==> config.mk <==
export PLATFORM = sky130hd
export DESIGN_NAME = time_display_scan
export DESIGN_NICKNAME = d
export VERILOG_FILES = /design/src/rtl/time_display_scan.sv
export SDC_FILE = /design/constraint.sdc
export NUM_CORES = 1
export LEC_CHECK = 0
export ABC_AREA = 1
export BUFFER_PORTS_ARGS = -buffer_cell sky130_fd_sc_hd__buf_2
export CORE_MARGIN = 5
export CORE_UTILIZATION = 45
export CTS_CLUSTER_SIZE = 16
export DETAILED_ROUTE_END_ITERATION = 7
export GPL_TIMING_DRIVEN = 0
export HOLD_SLACK_MARGIN = 0.06
export PLACE_DENSITY = 0.66
export SYNTH_ARGS = -nofsm -noshare
export SYNTH_HDL_FRONTEND = slang
export SYNTH_SLANG_ARGS = --single-unit
export TNS_END_PERCENT = 10
==> constraint.sdc <==
create_clock -name kh_clk -period 5.5 [get_ports kh_clk]
set_input_delay 0.825 -clock kh_clk [delete_from_list [all_inputs] [get_ports kh_clk]]
set_output_delay 0.825 -clock kh_clk [all_outputs]
set_load 0.05 [all_outputs]
==> src/rtl/time_display_scan.sv <==
// Snapshots the packed {hr,min,sec,ms} time word, converts each field to BCD with an
// iterative shift-add-3 engine and scans the result onto an 8-digit common-anode display.
module time_display_scan #(
  parameter int DIGIT_DIV   = 1,
  parameter bit CHECK_RANGE = 1
) (
  input  logic        kh_clk,
  input  logic        reset_n,
  input  logic [26:0] disp_time,
  input  logic        show_ms,
  output logic [7:0]  an,
  output logic [6:0]  seg,
  output logic        dp,
  output logic        err,
  output logic        frame_tick
);

  localparam int               DIV_W    = (DIGIT_DIV > 1) ? $clog2(DIGIT_DIV) : 1;
  localparam logic [DIV_W-1:0] DIV_LAST = DIV_W'(DIGIT_DIV - 1);
  localparam logic [3:0]       C_DASH   = 4'd10;
  localparam logic [3:0]       C_BLANK  = 4'd11;

  typedef enum logic [1:0] {IDLE, CONV, DONE} state_t;

  state_t           state_q, state_d;
  logic [DIV_W-1:0] div_cnt;
  logic [2:0]       nxt_idx;
  logic [3:0]       it_cnt;
  logic             slot_start, digit0_start, load, swap, range_bad;

  logic [9:0]  bin_hr, bin_mn, bin_sc, bin_ms;
  logic [7:0]  bcd_hr, bcd_mn, bcd_sc;
  logic [11:0] bcd_ms;
  logic        snap_mode, snap_err;

  logic [7:0]  bank_hr, bank_mn, bank_sc;
  logic [11:0] bank_ms;
  logic        bank_mode, bank_err, bank_valid;

  logic [7:0]  shown_hr, shown_mn, shown_sc;
  logic [11:0] shown_ms;
  logic        shown_mode, shown_err, shown_valid;

  function automatic logic [3:0] add3(input logic [3:0] n);
    return (n >= 4'd5) ? n + 4'd3 : n;
  endfunction

  // One shift-add-3 iteration; the bit carried out of the top digit is dropped.
  function automatic logic [7:0] step8(input logic [7:0] b, input logic bit_in);
    logic [2:0] hi;
    logic [3:0] lo;
    hi = 3'(add3(b[7:4]));
    lo = add3(b[3:0]);
    return {hi, lo, bit_in};
  endfunction

  function automatic logic [11:0] step12(input logic [11:0] b, input logic bit_in);
    logic [2:0] hi;
    logic [3:0] mid, lo;
    hi  = 3'(add3(b[11:8]));
    mid = add3(b[7:4]);
    lo  = add3(b[3:0]);
    return {hi, mid, lo, bit_in};
  endfunction

  function automatic logic [3:0] digit_code(input logic [2:0] idx, input logic mode,
                                            input logic [7:0] hr, input logic [7:0] mn,
                                            input logic [7:0] sc, input logic [11:0] ms);
    logic [3:0] c;
    if (!mode) begin
      case (idx)
        3'd7:    c = hr[7:4];
        3'd6:    c = hr[3:0];
        3'd5:    c = C_DASH;
        3'd4:    c = mn[7:4];
        3'd3:    c = mn[3:0];
        3'd2:    c = C_DASH;
        3'd1:    c = sc[7:4];
        default: c = sc[3:0];
      endcase
    end else begin
      case (idx)
        3'd7:    c = mn[7:4];
        3'd6:    c = mn[3:0];
        3'd5:    c = sc[7:4];
        3'd4:    c = sc[3:0];
        3'd3:    c = C_BLANK;
        3'd2:    c = ms[11:8];
        3'd1:    c = ms[7:4];
        default: c = ms[3:0];
      endcase
    end
    return c;
  endfunction

  function automatic logic [6:0] seg_code(input logic [3:0] c);
    case (c)
      4'd0:    return 7'h40;
      4'd1:    return 7'h79;
      4'd2:    return 7'h24;
      4'd3:    return 7'h30;
      4'd4:    return 7'h19;
      4'd5:    return 7'h12;
      4'd6:    return 7'h02;
      4'd7:    return 7'h78;
      4'd8:    return 7'h00;
      4'd9:    return 7'h10;
      4'd10:   return 7'h3F;
      default: return 7'h7F;
    endcase
  endfunction

  assign slot_start   = (div_cnt == '0);
  assign digit0_start = slot_start && (nxt_idx == 3'd0);
  assign range_bad    = CHECK_RANGE && ((disp_time[26:22] > 5'd23) || (disp_time[21:16] > 6'd59) ||
                                        (disp_time[15:10] > 6'd59) || (disp_time[9:0] > 10'd999));

  always_comb begin
    state_d = state_q;
    load    = 1'b0;
    swap    = 1'b0;
    case (state_q)
      IDLE: if (digit0_start) begin
        load    = 1'b1;
        state_d = CONV;
      end
      CONV: if (it_cnt == 4'd9) state_d = DONE;
      DONE: if (digit0_start) begin
        swap    = 1'b1;
        load    = 1'b1;
        state_d = CONV;
      end
      default: state_d = IDLE;
    endcase
  end

  // The frame being swapped in drives the outputs on the swap edge itself.
  always_comb begin
    shown_hr    = swap ? bcd_hr    : bank_hr;
    shown_mn    = swap ? bcd_mn    : bank_mn;
    shown_sc    = swap ? bcd_sc    : bank_sc;
    shown_ms    = swap ? bcd_ms    : bank_ms;
    shown_mode  = swap ? snap_mode : bank_mode;
    shown_err   = swap ? snap_err  : bank_err;
    shown_valid = swap | bank_valid;
  end

  always_ff @(posedge kh_clk or negedge reset_n) begin
    if (!reset_n) begin
      state_q    <= IDLE;
      div_cnt    <= '0;
      nxt_idx    <= 3'd0;
      it_cnt     <= 4'd0;
      bank_valid <= 1'b0;
      an         <= 8'hFF;
      seg        <= 7'h7F;
      dp         <= 1'b1;
      err        <= 1'b0;
      frame_tick <= 1'b0;
    end else begin
      state_q    <= state_d;
      div_cnt    <= (div_cnt == DIV_LAST) ? '0 : div_cnt + 1'b1;
      it_cnt     <= (state_q == CONV) ? it_cnt + 4'd1 : 4'd0;
      frame_tick <= swap;
      err        <= shown_valid & shown_err;
      if (swap) bank_valid <= 1'b1;
      if (slot_start) begin
        nxt_idx <= nxt_idx + 3'd1;
        an      <= ~(8'd1 << nxt_idx);
        if (!shown_valid)   seg <= 7'h7F;
        else if (shown_err) seg <= 7'h06;
        else seg <= seg_code(digit_code(nxt_idx, shown_mode, shown_hr, shown_mn, shown_sc, shown_ms));
        dp <= ~(shown_valid && !shown_err && shown_mode && (nxt_idx == 3'd6 || nxt_idx == 3'd4));
      end
    end
  end

  always_ff @(posedge kh_clk) begin
    if (load) begin
      bin_hr    <= {5'd0, disp_time[26:22]};
      bin_mn    <= {4'd0, disp_time[21:16]};
      bin_sc    <= {4'd0, disp_time[15:10]};
      bin_ms    <= disp_time[9:0];
      bcd_hr    <= 8'd0;
      bcd_mn    <= 8'd0;
      bcd_sc    <= 8'd0;
      bcd_ms    <= 12'd0;
      snap_mode <= show_ms;
      snap_err  <= range_bad;
    end else if (state_q == CONV) begin
      bin_hr <= {bin_hr[8:0], 1'b0};
      bin_mn <= {bin_mn[8:0], 1'b0};
      bin_sc <= {bin_sc[8:0], 1'b0};
      bin_ms <= {bin_ms[8:0], 1'b0};
      bcd_hr <= step8(bcd_hr, bin_hr[9]);
      bcd_mn <= step8(bcd_mn, bin_mn[9]);
      bcd_sc <= step8(bcd_sc, bin_sc[9]);
      bcd_ms <= step12(bcd_ms, bin_ms[9]);
    end
    if (swap) begin
      bank_hr   <= bcd_hr;
      bank_mn   <= bcd_mn;
      bank_sc   <= bcd_sc;
      bank_ms   <= bcd_ms;
      bank_mode <= snap_mode;
      bank_err  <= snap_err;
    end
  end

endmodule
# Yosys cells after proc, flatten, opt, wreduce, memory -nomap -nowiden
# Memories as Yosys holds them, arrays and structs flattened.
# Cells that the tools add are included.
# W data, S select, Z words.
[word_totals]
romBits = 112
reg_bits = 145
inputBits = 30
mem_count = 1
[op_classes]
n_eq_ne = 12
shifts = 1
mux = 39
reduce_logical = 15
n_addsub = 12
n_bitwise = 5
n_lt_le_gt_ge = 13
[memory_table]
columns = ["name", "words", "width", "rd", "rd_ports_with_merged_regs", "wr", "line_no", "source"]
rows = [
  ["(no name shown)", 16, 7, 1, 0, 0, "97", "case (c)"],
]
[op_table]
columns = ["op", "n"]
rows = [
  ["$mux W4", 10],
  ["$ge A4 B3 Y1 const B", 9],
  ["$pmux W4 S7", 1],
  ["$mux W6", 4],
  ["$mux W8", 3],
  ["$pmux W4 S6", 1],
  ["$add A4 B2 Y4 const B", 5],
  ["$mux W10", 2],
  ["$mux W7", 2],
  ["$add A3 B2 Y3 const B", 4],
  ["$eq A3 B3 Y1 const B", 4],
  ["$gt A6 B6 Y1 const B", 2],
  ["$mux W12", 1],
  ["$mux W3", 4],
  ["$gt A10 B10 Y1 const B", 1],
  ["$mux W5", 2],
  ["$not A8 Y8", 1],
  ["$shl A1 B3 Y8 const A", 1],
  ["$eq A3 B2 Y1 const B", 2],
  ["$mux W1", 6],
  ["$gt A5 B5 Y1 const B", 1],
  ["$add A4 B1 Y4 const B", 1],
  ["$eq A4 B4 Y1 const B", 1],
  ["$logic_and A1 B1 Y1", 4],
  ["19 further kinds", 25],
]

# Depth between registers and ports, before layout
# An unclocked memory read counts as a cell.
[logic_depth]
ltp_word = 13
ltp_mapped = 23

# Worst setup path after synthesis
# OpenSTA, ideal clock, no wires.
[synth_timing]
path_type = "register -> register"
from = "reg nxt_idx[0]"
to = "reg seg[3]"
path_stages_with_launch = 21
path_slack_ps = 3104
required_time_ps = 5421
arrival_ps = 2317
setup_time_ps = 79
period_less_slack_ps = 2396
n_path_buf = 1
cell_sequence = "dfrtp_1 ha_1 ha_1 buf_2 inv_1 nand3_1 nor2_4 nor2_1 nand2_1 nor2_1 nand2_1 nand2_1 nand2_1 inv_2 ha_1 inv_1 nand2_1 nand2_1 nand2_1 nand3_1 nand2_1"
[synth_between]
elab_chain_cells = 13
elab_cells_between_ends = 28
cone_classes = "7 x eq/ne; 16 x mux; 1 x bitwise; 3 x reduce/logical; 1 x memory"
[synth_rtl]
columns = ["element", "line_no", "source"]
rows = [
  ["start, declared", "27", "logic [2:0] nxt_idx;"],
  ["start signal, assigned", "168", "nxt_idx <= nxt_idx + 3'd1;"],
  ["$logic_not A3 Y1", "114", "assign digit0_start = slot_start && (nxt_idx == 3'd0);"],
  ["$logic_and A1 B1 Y1", "114", ""],
  ["$mux W1", "128", "DONE: if (digit0_start) begin"],
  ["$mux W1", "122", "case (state_q)"],
  ["$mux W12 / $mux W8 (equally long branches)", "-", ""],
  ["$pmux W4 S7 / $pmux W4 S6 (equally long branches)", "82, 71", ""],
  ["$mux W4", "70", "if (!mode) begin"],
  ["$mux W4", "171", "else if (shown_err) seg <= 7'h06;"],
  ["$mux W4", "170", "if (!shown_valid) seg <= 7'h7F;"],
  ["$mux W4", "167", "if (slot_start) begin"],
  ["$mem_v2 Z16 W7", "-", ""],
  ["$mux W7", "171", ""],
  ["$mux W7 (*)", "170", ""],
  ["end signal, assigned", "172", "else seg <= seg_code(digit_code(nxt_idx, shown_mode, shown_hr, shown_mn, shown_sc, shown_ms));"],
  ["end, declared", "12", "output logic [6:0] seg,"],
]
# Every way passes the cells marked *; elsewhere a longest branch is shown, timed or not. The select of a mux whose other input is x is not followed.
# A chain may end at the register's enable or synchronous reset.

# Worst setup path after layout
[layout_timing]
from = "reg nxt_idx[0]"
to = "reg seg[5]"
# The elaborated chain is that of the path after synthesis.

==> flow_summary_export.csv <==
group,metric,value,unit
status,outcome,"completed",
sta,clock.fmax,342.5,MHz
placement,portBuffers,47,
cts,cts_buffers,17,
cts,postCtsSetupRepairBufs,0,
die,die_h,132.6,µm
global_route,grt_pass1_vias,4964,
die,start_util,0.4621,
power_and_ir_drop,peakVddDrop,0.1901,mV
synthesis,ys_types,37,
drt,ant_nets,0,
drt,drt_iter0_markers,357,
drt,routedWlPerCell,13.55,µm
min_path,hp-class,"in -> async",
die,io_pins,48,
synthesis,yosysSeqAreaShare,0.4925,
final_layout,diodes,0,
synthesis,syn_nets,907,
synthesis,synthArstFlopShare,0.1944,
sta,skew,0.01319,ns
sta,min_period_over_period,0.5308,
drt,drtPass1Iterations,5,
setup_path,start_kind,"register",
synthesis,synth_cells,845,
power_and_ir_drop,power.density,342.6,mW/mm²
setup_path,cp.buffers_inverters,5,
cts,cts_resized,0,
die,fp.coreArea,0.01464,mm²
setup_path,cp.required,5.86,ns
synthesis,synth_seq_cells,144,
cts,root_buffer,"clkbuf_16",
sta,worst_pin_slew,0.7768,ns
final_layout,layout-drive-gt1-share,0.1288,
sta,setup_violations,0,
synthesis,yosys.area.top_type_share,0.2573,
setup_path,crit_slowest_cell,"dfrtp_1",
sta,finalHoldViolCount,0,
synthesis,synth_edf_count,29,
setup_path,critical_path_class,"reg -> reg",
global_route,grt.total_usage,0.1771,
cts,cts_sinks,144,
final_layout,layout.nets,973,
cts,cts_hold_buf,0,
global_route,grt_max_degree,37,
setup_path,end_kind,"register",
synthesis,yosys.area.top_type,"dfxtp_1",
setup_path,cp_cell_sequence,"ha_1 -> ha_1 -> buf_2 -> inv_1 -> nand3_1 -> nor2_4 -> inv_1 -> nand2_1 -> nor2_1 -> nand2_1 -> nand2_1 -> nand2_1 -> inv_1 -> ha_1 -> inv_1 -> nand3_1 -> nand3_1 -> nand3_1 -> nand2_1",
drt,routed_wl,15010,µm
drt,drc_errors,0,
cts,cts_tree,"built",
final_layout,area_delta_synth_final,16.14,%
synthesis,syn_area,0.006768,mm²
synthesis,synth_area_per_cell,8.009,µm²
placement,hpwl,10800,µm
setup_path,cp_top_family,"simple AND/OR/NAND/NOR gates",
global_route,grt-ovfl-total,0,
global_route,antenna_found_initial,0,
job,cap_violations,0,
setup_path,crit_arrival,3.28,ns
setup_path,cp_max_fo,9,
drt,num_vias,5463,
synthesis,synth_area_leaders,"dfxtp_1 (26%), edfxtp_1 (13%), nand2_1 (11%), inv_1 (7.7%), dfstp_2 (6.2%)",
cts,htreeDepth,4,
die,fp.dieW,132.6,µm
die,rows,44,
sta,slew_headroom,0.4821,
sta,finalMaxSlewViolations,0,
sta,fin_worst_hold_slack,0.4260,ns
synthesis,ys_warn_count,0,
sta,rsz0062_at_grt,"false",
cts,cts_buffer_depth,2,
sta,tns,0,ns
drt,via_per_inst,4.931,
setup_path,critPathMaxStageDelay,0.40,ns
setup_path,crit_top_cell,"nand2_1",
die,die_area,0.01759,mm²
cts,insertion_delay,0.43,ns
cts,clk_pin_slew,0.06,ns
sta,min_period,2.919,ns
placement,gp_congestion,0.8774,
synthesis,synth-main-ff-cell,"dfxtp_1",
global_route,grt_pass1_wl,24670,µm
power_and_ir_drop,leakage,0.003747,µW
## cells in the mapped netlist, types with 2 or more instances
library cell    n
nor2_1         46
nand3b_1        6
buf_2           7
xor2_1          5
edfxtp_1       29
inv_1         139
dfrtp_1        12
clkbuf_1       12
nand2_2         3
dfstp_2        16
and2_1         19
o21ai_1        10
buf_4           4
o22ai_1        13
o32ai_1         5
dfxtp_1        87
nand3_1        69
o21ai_0        67
ha_1           32
nor2_4          3
nand4_1         2
inv_2           4
o21ai_2         2
nand2_1       198
a31oi_1         2
buf_6           2
a21oi_1        41
## registers in the layout, indices dropped and copies added (netlist names), 2 cells and up
| register | flops |
|---|---|
| bank_sc | 8 |
| bank_mn | 8 |
| bcd_sc | 8 |
| bank_ms | 12 |
| bcd_hr | 8 |
| an | 8 |
| bin_sc | 10 |
| bank_hr | 8 |
| bin_hr | 10 |
| state_q | 2 |
| seg | 7 |
| bin_mn | 10 |
| bcd_mn | 8 |
| it_cnt | 4 |
| nxt_idx | 3 |
| bcd_ms | 12 |
| bin_ms | 10 |
## worst paths after layout
path / start / endpoint / slack (ns) / depth (start not counted)
max: nxt_idx[0] / seg[5] / 2.58 / 19
min: reset_n / nxt_idx[2] / 0.43 / 1
max reg2reg: nxt_idx[0] / seg[5] / 2.58 / 19
max in group asynchronous: reset_n / err / 4.65 / 1
min in group kh_clk: bin_mn[5] / bin_mn[6] / 0.46 / 2
min reg2reg: bin_mn[5] / bin_mn[6] / 0.46 / 2
## report_power, final
| part | internal [µW] | switching (µW) |
|---|---|---|
| clock network | 797 | 436 |
| registers | 1160 | 17.4 |
| logic | 96.4 | 184 |
| total | 2060 | 637 |
## layer usage
layer,up-vias,share of wire,GRT usage
li1,2828,-,-
met1,2480,0.47,0.2349
met2,128,0.45,0.2777
met3,27,0.055,0.04670
met4,0,0.023,0.06928
met5,-,0,0
## final cells by class
class | instances | area, µm²
plain buffers | 26 | 136.4
clock buffers | 19 | 432.9
clock inverters | 13 | 193.9
fillers | 1408 | 6784
inverters | 143 | 536.8
multi-input cells | 532 | 2761
flip-flops and latches | 144 | 3333
well taps | 184 | 230.2
repair buffers | 47 | 235.2
## placed cells by master, fill, tap and decap left out, drive strengths merged, types with 2 or more instances in the layout
cell        n
a21oi      41
a31oi       2
and2       19
buf        61
bufinv      5
clkbuf     31
clkinv      6
clkinvlp    2
dfrtp      12
dfstp      16
dfxtp      87
edfxtp     29
ha         32
inv       143
nand2     202
nand3      69
nand3b      6
nand4       2
nor2       50
o21ai      79
o22ai      13
o32ai       5
xor2        5
## logic make-up (layout without fill, tap and decap cells)
logic type	after synthesis	in the layout	share of synthesized area
AO/OA/AOI/OAI	143	143	0.1137
XOR/XNOR	6	6	0.007765
adder cells (fa/ha/maj)	32	32	0.05916
buffers and inverters	169	248	0.09946
flip-flops	144	144	0.4925
AND/OR/NAND/NOR	351	351	0.2274
## stage by stage
stage / area [µm²] / worst slack (ns) / power [µW] / utilization / std cells
after floorplan: 6768 / 3.104 / 1414 / - / 845
after CTS: 7860 / 2.546 / 2711 / 0.5367 / 1108
after global routing: 7860 / 2.280 / 2813 / 0.5367 / 1108
after global placement: 7233 / 2.558 / 1475 / 0.4939 / 1076
final: 7860 / 2.581 / 2693 / 0.5367 / 1108
after detailed placement: 7233 / 2.561 / 1479 / 0.4939 / 1076
No activity file was read; power rests on OpenSTA's default activity.
